## src/rtl/bubble_sort_pkg.sv

```systemverilog
`default_nettype none
// ============================================================================
//  Module   : bubble_sort_pkg
//  Purpose  : Shared types and constants for the bubble sort engine
//  Revision : 1.0  initial release
// ============================================================================
package bubble_sort_pkg;

    // Engine control states
    typedef enum logic [1:0] {
        IDLE = 2'd0,
        LOAD = 2'd1,
        SORT = 2'd2,
        DONE = 2'd3
    } sort_state_t;

    // Sort direction selectors for the DESCENDING parameter
    localparam bit SORT_ASC  = 1'b0;
    localparam bit SORT_DESC = 1'b1;

endpackage
`default_nettype wire

```

## src/rtl/bubble_sort_engine_cmp_swap.sv

```systemverilog
`default_nettype none
// ============================================================================
//  Module   : cmp_swap
//  Purpose  : Combinational compare-exchange of one adjacent element pair.
//             lo_o goes to the lower index, hi_o to the upper index.
//  Revision : 1.0  initial release
// ============================================================================
module cmp_swap #(
    parameter int WIDTH      = 4,
    parameter bit DESCENDING = 1'b0
) (
    input  logic [WIDTH-1:0] a_i,
    input  logic [WIDTH-1:0] b_i,
    output logic [WIDTH-1:0] lo_o,
    output logic [WIDTH-1:0] hi_o,
    output logic             swap_o
);

    // Strict comparison only, so equal values keep their order (stable sort)
    always_comb begin
        swap_o = DESCENDING ? (a_i < b_i) : (a_i > b_i);
        lo_o   = swap_o ? b_i : a_i;
        hi_o   = swap_o ? a_i : b_i;
    end

endmodule
`default_nettype wire

```

## src/rtl/bubble_sort_engine.sv

```systemverilog
`default_nettype none
// ============================================================================
//  Module   : bubble_sort_engine
//  Purpose  : Serially loads DEPTH words, then bubble-sorts them in place with
//             one compare-swap per cycle and early exit on a swap-free pass.
//  Revision : 1.0  initial release
// ============================================================================
module bubble_sort_engine
    import bubble_sort_pkg::*;
#(
    parameter int WIDTH      = 4,
    parameter int DEPTH      = 4,
    parameter bit DESCENDING = SORT_ASC
) (
    input  logic                                   clk,
    input  logic                                   rst_n,
    input  logic                                   write,
    input  logic [WIDTH-1:0]                       writedata,
    input  logic [$clog2(DEPTH)-1:0]               rd_idx,
    output logic [WIDTH-1:0]                       rd_data,
    output logic [DEPTH*WIDTH-1:0]                 data_flat,
    output logic                                   busy,
    output logic                                   done,
    output logic [$clog2(DEPTH*(DEPTH-1)/2+1)-1:0] swap_count
);

    localparam int PTR_W = $clog2(DEPTH);
    localparam int CNT_W = $clog2(DEPTH*(DEPTH-1)/2+1);
    localparam logic [PTR_W-1:0] LAST_SLOT = PTR_W'(DEPTH-1);
    localparam logic [PTR_W-1:0] LAST_PASS = PTR_W'(DEPTH-2);

    if (DEPTH < 2) begin : g_depth_check
        $error("bubble_sort_engine: DEPTH must be at least 2");
    end
    if (WIDTH < 1) begin : g_width_check
        $error("bubble_sort_engine: WIDTH must be at least 1");
    end

    sort_state_t             state_q, state_d;
    logic [WIDTH-1:0]        mem_q [DEPTH];
    logic [WIDTH-1:0]        mem_d [DEPTH];
    logic [PTR_W-1:0]        wr_ptr_q, wr_ptr_d;
    logic [PTR_W-1:0]        pass_q, pass_d;
    logic [PTR_W-1:0]        j_q, j_d;
    logic [CNT_W-1:0]        swap_count_q, swap_count_d;
    logic                    flag_q, flag_d;
    logic                    busy_q, done_q;

    logic [PTR_W-1:0]        w_j_next;
    logic [WIDTH-1:0]        w_lo, w_hi;
    logic                    w_swap;

    assign w_j_next = j_q + 1'b1;

    cmp_swap #(
        .WIDTH      (WIDTH),
        .DESCENDING (DESCENDING)
    ) u_cmp_swap (
        .a_i    (mem_q[j_q]),
        .b_i    (mem_q[w_j_next]),
        .lo_o   (w_lo),
        .hi_o   (w_hi),
        .swap_o (w_swap)
    );

    // Next-state, array update and counter control
    always_comb begin
        state_d      = state_q;
        mem_d        = mem_q;
        wr_ptr_d     = wr_ptr_q;
        pass_d       = pass_q;
        j_d          = j_q;
        swap_count_d = swap_count_q;
        flag_d       = flag_q;
        case (state_q)
            IDLE: begin
                if (write) begin
                    mem_d[0] = writedata;
                    wr_ptr_d = PTR_W'(1);
                    state_d  = LOAD;
                end
            end
            LOAD: begin
                if (write) begin
                    mem_d[wr_ptr_q] = writedata;
                    if (wr_ptr_q == LAST_SLOT) begin
                        // Pointer holds at the last slot rather than wrapping
                        state_d      = SORT;
                        j_d          = '0;
                        pass_d       = '0;
                        swap_count_d = '0;
                        flag_d       = 1'b0;
                    end else begin
                        wr_ptr_d = wr_ptr_q + 1'b1;
                    end
                end
            end
            SORT: begin
                mem_d[j_q]      = w_lo;
                mem_d[w_j_next] = w_hi;
                if (w_swap) begin
                    swap_count_d = swap_count_q + 1'b1;
                    flag_d       = 1'b1;
                end
                if (j_q == LAST_PASS - pass_q) begin
                    // End of pass: stop on a clean pass or after the final pass
                    if (!(flag_q || w_swap) || (pass_q == LAST_PASS)) begin
                        state_d = DONE;
                    end else begin
                        pass_d = pass_q + 1'b1;
                        j_d    = '0;
                        flag_d = 1'b0;
                    end
                end else begin
                    j_d = w_j_next;
                end
            end
            DONE: begin
                if (write) begin
                    mem_d[0]     = writedata;
                    wr_ptr_d     = PTR_W'(1);
                    swap_count_d = '0;
                    state_d      = LOAD;
                end
            end
            default: state_d = IDLE;
        endcase
    end

    // State, array and counter registers; status flags registered from next state
    always_ff @(posedge clk or negedge rst_n) begin
        if (!rst_n) begin
            state_q      <= IDLE;
            mem_q        <= '{default: '0};
            wr_ptr_q     <= '0;
            pass_q       <= '0;
            j_q          <= '0;
            swap_count_q <= '0;
            flag_q       <= 1'b0;
            busy_q       <= 1'b0;
            done_q       <= 1'b0;
        end else begin
            state_q      <= state_d;
            mem_q        <= mem_d;
            wr_ptr_q     <= wr_ptr_d;
            pass_q       <= pass_d;
            j_q          <= j_d;
            swap_count_q <= swap_count_d;
            flag_q       <= flag_d;
            busy_q       <= (state_d == SORT);
            done_q       <= (state_d == DONE);
        end
    end

    for (genvar i = 0; i < DEPTH; i++) begin : g_flat
        assign data_flat[i*WIDTH +: WIDTH] = mem_q[i];
    end

    // Indices past DEPTH only exist when DEPTH is not a power of two
    if ((1 << PTR_W) == DEPTH) begin : g_rd_pow2
        assign rd_data = mem_q[rd_idx];
    end else begin : g_rd_guard
        assign rd_data = (32'(rd_idx) < DEPTH) ? mem_q[rd_idx] : '0;
    end

    assign busy       = busy_q;
    assign done       = done_q;
    assign swap_count = swap_count_q;

endmodule
`default_nettype wire

```

## config.mk

```make
export PLATFORM = sky130hd
export DESIGN_NAME = bubble_sort_engine
export DESIGN_NICKNAME = d
export VERILOG_FILES = /design/src/rtl/bubble_sort_pkg.sv /design/src/rtl/bubble_sort_engine_cmp_swap.sv /design/src/rtl/bubble_sort_engine.sv
export SDC_FILE = /design/constraint.sdc
export NUM_CORES = 1
export LEC_CHECK = 0
export CORE_ASPECT_RATIO = 1.25
export CORE_MARGIN = 3
export CORE_UTILIZATION = 41
export CTS_CLUSTER_DIAMETER = 30
export DETAILED_ROUTE_END_ITERATION = 16
export HOLD_SLACK_MARGIN = 0.1
export PLACE_DENSITY = 0.7
export SLEW_MARGIN = 20
export SYNTH_ARGS = -nofsm -noshare
export SYNTH_HDL_FRONTEND = slang
export SYNTH_SLANG_ARGS = --single-unit
```

## constraint.sdc

```tcl
create_clock -name clk -period 4.9 [get_ports clk]
set_clock_uncertainty 0.05 [all_clocks]
set_input_delay 0.735 -clock clk [delete_from_list [all_inputs] [get_ports clk]]
set_output_delay 0.735 -clock clk [all_outputs]
set_load 0.05 [all_outputs]
```

Word level (Yosys, flattened, before mapping) --
Cells that the tools add are included.
Storage, ports and cells: register bits after elaboration 30, bits of input ports 9
Operators by class: magnitude comparators 8, eq/ne operators 17, muxes and demuxes 53, reduce and logical (&&, ||, !) cells 18, add/subtract/negate cells 5, bitwise gates (word level) 4
Operator list (count):
- 16-bit bitwise mux | 3
- 4-bit 2-to-1 mux | 12
- 2-bit 2-to-1 mux | 14
- 4-bit binary-select mux with 2-bit select | 3
- 4-bit demux with 2-bit select | 3
- 12-bit case mux with 2 select lines | 1
- 16-bit 2-to-1 mux | 1
- 2-bit != test (second input constant) | 7
- 2-bit equality test (second input constant) | 6
- 3-bit greater-or-equal comparator (second input constant) | 4
- 3-bit 2-to-1 mux | 4
- 2-bit inverter with 3-bit output | 4
- 2-bit case mux with 2 select lines | 3
- 4-bit case mux with 3 select lines | 1
- 5-bit AND reduction | 2
- 3-bit by 1-bit < comparator with 1-bit output (second input constant) | 3
- 3-bit case mux with 3 select lines | 1
- 4-bit AND reduction | 2
- 2-bit by 1-bit adder with 2-bit output (second input constant) | 3
- 2-bit case mux with 3 select lines | 1
- 1-bit 2-to-1 mux | 5
- 4-bit greater-than comparator | 1
- 2-bit AND reduction | 2
- 2-bit nonzero test | 2
- 14 further kinds | 17

Longest topological paths before layout --
depth in word-level cells 13, mapped depth 14

Modules after synthesis --
Synthesis repeated with hierarchy kept, for this count alone.
Unflattened totals: cell total of the unflattened synthesis 250, area total of the unflattened synthesis 2640.0 µm²
Modules (own cells, without submodules):
- bubble_sort_engine | area an instance 2434.8 µm², cells each 229, seq. area each 750.7 µm², instances 1
- cmp_swap | area an instance 205.2 µm², cells each 21, seq. area each 0.0 µm², instances 1

Worst setup path before layout --
No wires, ideal clock.
path kind register -> register, start register j_q[0], end register mem_q (netlist bit data_flat[11]), path slack 1496 ps, stages on the path, launching flop included 13, data required time 4724 ps, buffers on the path 2, library setup time 126 ps, arrival 3228 ps, cells stage by stage dfrtp_1 buf_6 inv_1 ha_1 buf_6 mux4_1 inv_1 ha_1 and2_1 a32oi_4 mux2_4 nor2b_4 a221o_1
Between the ends: cells in the longest elaborated chain, start to end 10, elaborated cells between the ends (all ways) 25
RTL lines:
- start, declared | RTL line bubble_sort_engine.sv:44 | logic [PTR_W-1:0] j_q, j_d;
- start signal, assigned | RTL line bubble_sort_engine.sv:147 | j_q <= j_d;
- 2-bit by 1-bit adder with 2-bit output | RTL line bubble_sort_engine.sv:53 | assign w_j_next = j_q + 1'b1;
- 2-bit inverter with 3-bit output (implied by the code) | RTL line bubble_sort_engine.sv:60, bubble_sort_engine.sv:100
- 4-bit binary-select mux with 2-bit select | RTL line bubble_sort_engine.sv:60 | .b_i (mem_q[w_j_next]),
- 4-bit 2-to-1 mux (implied by the code) (2 in a row) | RTL line bubble_sort_engine.sv:60
- 4-bit greater-than comparator | RTL line bubble_sort_engine_cmp_swap.sv:21 | swap_o = DESCENDING ? (a_i < b_i) : (a_i > b_i);
- 4-bit 2-to-1 mux | RTL line bubble_sort_engine_cmp_swap.sv:22 | lo_o = swap_o ? b_i : a_i;
- 16-bit bitwise mux | RTL line bubble_sort_engine.sv:99 | mem_d[j_q] = w_lo;
- 16-bit bitwise mux * | RTL line bubble_sort_engine.sv:100 | mem_d[w_j_next] = w_hi;
- 12-bit case mux with 2 select lines * | RTL line bubble_sort_engine.sv:75 | case (state_q)
- end signal, assigned | RTL line bubble_sort_engine.sv:144 | mem_q <= mem_d;
- end, declared | RTL line bubble_sort_engine.sv:40 | logic [WIDTH-1:0] mem_q [DEPTH];
Every way passes the cells marked *; elsewhere a longest branch is shown, timed or not. The select of a mux whose other input is x is not followed. A chain may end at the register's enable or synchronous reset.

Worst setup path after layout --
start register j_q[0], end register mem_q (netlist bit data_flat[15])
Same word-level chain as after synthesis.

==> impl_results.md <==
- Status: completed
- Slew HR: 0.517
- Flip-flop and latch area: 751 um2
- Area growth, synth to finish: 18.1%
- CP max stage cell: dfrtp_1
- Initial antenna violation count: 0
- Die ar.: 7150 um2
- Multi-input gate area: 1640 um2
- Top Usage Layer GRT: met2
- Post-synth EDFFs: 0
- Top cells by area, synth: dfrtp_1 30%, ha_1 9.4%, mux4_2 8.9%
- Critical Path Source Type: flip-flop
- Synthesized instance count: 265
- CTS tree: built
- Worst-Skew Late Latency: 0.28 ns
- Yosys reg bits: 30
- CP Capture Type: flip-flop
- Fmax: 250 MHz
- Required @ worst endpoint: 5.02 ns
- Vias: 2227
- Sequential share of the synthesized area: 0.297
- Met2 Resource Use GR: 0.342
- Final Critical Period: 4.00 ns
- CTS Hold Bufs: 0
- Worst EP arrival: 4.12 ns
- Ys async rst share: 1.00
- Final std cells w/o fill: 377
- Endpoints failing hold: 0
- Number of global-route vias before repair: 2152
- Met3 Use GR: 0.0326
- Crit-path cells: inv_1 -> ha_1 -> mux4_1 -> inv_1 -> ha_1 -> and2_1 -> o21ai_2 -> a32o_1 -> mux2i_1 -> nor2_1 -> a221o_1
- Number of diodes: 0
- Initial DRC count: 174
- Type of the worst setup path: flip-flop to flip-flop
- DIE WIDTH: 76.2 um
- Share of cells above drive strength 1: 0.102
- Clock Path Buffers: 2
- Nets: 324
- GRT met1 Usage: 0.247
- Core Footprint: 5900 um2
- Dpl cells: 371
- Total GRT Usage: 0.195
- Post-DRT Antenna Nets: 0
- Distinct cells, synth: 50
- Final period util: 0.817
- Clk root buf: clkbuf_8
- Resized Gates After CTS: 0
- First-pass GRT wire length: 11000 um
- Setup TNS: 0 ns
- Top cells by count, synth: 33 x nand2_1, 30 x dfrtp_1, 21 x a21oi_1, 19 x ha_1, 18 x inv_1
- I/O pins: 34
- Hpwl dp: 5150 um
- Grt ovf: 0
- Unrepaired setup endpoints after global routing: false
- Post-synth top area share: 0.297
- Cell row count: 31
- Synthesized area: 2530 um2
- Setup violations, final: 0
- Least-Margin Pin Slew: 0.725 ns
- Kind of cell adding the most delay to the critical path: multiplexers
- Layout Utilization: 0.506
- Ys Warns: 0
- Port buffer count: 33
- Worst hold path class: flip-flop to flip-flop
- Largest net degree at the start of global routing: 31
- Max incr delay on CP: 0.68 ns
- Die Y: 93.8 um
- Filler cells: 579
- GPL Wtd Cong: 0.875
- DRC viols: 0
- Post-synth top area cell: dfrtp_1
- Syn avg cell area: 9.54 um2
- CTS sink count: 30
- Syn_nets: 293
- Post-CTS Setup Inserts: 0
- Count leader, synth: nand2_1
- Clock transition at path regs: 0.07 ns
- Drt first pass iters: 4
- Max Cap Violations: 0
- Final Slew Violations: 0
- DR WL/cell: 18.2 um
- WL final: 6870 um
- WP buf/inv: 2
- Starting density of the core: 0.429
- Vias per cell: 5.91
- CTS Buf Count: 5
- Top FF cell, synth: dfrtp_1
- Htree depth: 2
- Critical Path Fanout Max: 14
==> layout make-up <==
cell class / instances / area share
inverter: 18 / 0.0226
sequential: 30 / 0.252
clock buffer: 6 / 0.0277
tap: 82 / 0.0344
timing repair buffer: 34 / 0.113
multi-input combinational: 207 / 0.551
==> through the flow <==
| stage | setup WS, ns | hold WS (ns) | cell area, um2 |
|---|---|---|---|
| after detailed placement | 0.910 | 0.442 | 2900 |
| final | 0.898 | 0.453 | 2980 |
| after global routing | 0.662 | 0.474 | 2980 |
| after CTS | 0.905 | 0.456 | 2980 |
| after floorplan | 1.50 | 0.389 | 2530 |
| after global placement | 1.00 | 0.427 | 2900 |
==> state kept, by name, summed over array words and instances, names as in the netlist <==
name	count
busy	1
done	1
flag_q	1
wr_ptr_q	2
j_q	2
data_flat	16
state_q	2
swap_count	3
pass_q	2
==> cells in the final DEF (no fill, tap or decap), types with 6 or more instances in the layout <==
cell / netlist / layout
nand2_1: 33 / 33
clkdlybuf4s50_1: 0 / 33
dfrtp_1: 30 / 30
a21oi_1: 21 / 21
ha_1: 19 / 19
inv_1: 18 / 18
nor2_1: 17 / 17
nor2b_1: 13 / 13
o21ai_0: 12 / 12
mux4_2: 10 / 10
o21ai_1: 9 / 9
o22ai_1: 6 / 6
mux2_2: 6 / 6
a22oi_1: 6 / 6
a221o_1: 6 / 6
clkbuf_8: 0 / 6
==> layer usage <==
layer  share of wire  wire (um)
met5               0          0
met2            0.50       3420
met3           0.046        315
met1            0.44       3050
met4           0.014         97
==> final timing paths <==
check / from / to / slack [ns] / cells past startpoint
max in group asynchronous: rst_n / wr_ptr_q[0] / 3.69 / 2
min in group asynchronous: rst_n / data_flat[2] / 0.80 / 2
worst max-delay path: j_q[0] / data_flat[15] / 0.90 / 11
worst min register to register: pass_q[1] / pass_q[1] / 0.45 / 1
worst min-delay path: pass_q[1] / pass_q[1] / 0.45 / 1
worst max register to register: j_q[0] / data_flat[15] / 0.90 / 11
==> cell families (layout without fill, tap and decap cells) <==
group,after synthesis,after routing,share of synthesized area
AO/OA/AOI/OAI,85,85,0.238
XOR/XNOR,2,2,0.00693
adder cells (fa/ha/maj),19,19,0.0941
buffers and inverters,28,58,0.0530
flip-flops,30,30,0.297
multiplexers,25,25,0.167
AND/OR/NAND/NOR,76,76,0.144
Power is not shown: default switching activity piles up to over one toggle a cycle in this logic, so the estimate is an artifact.
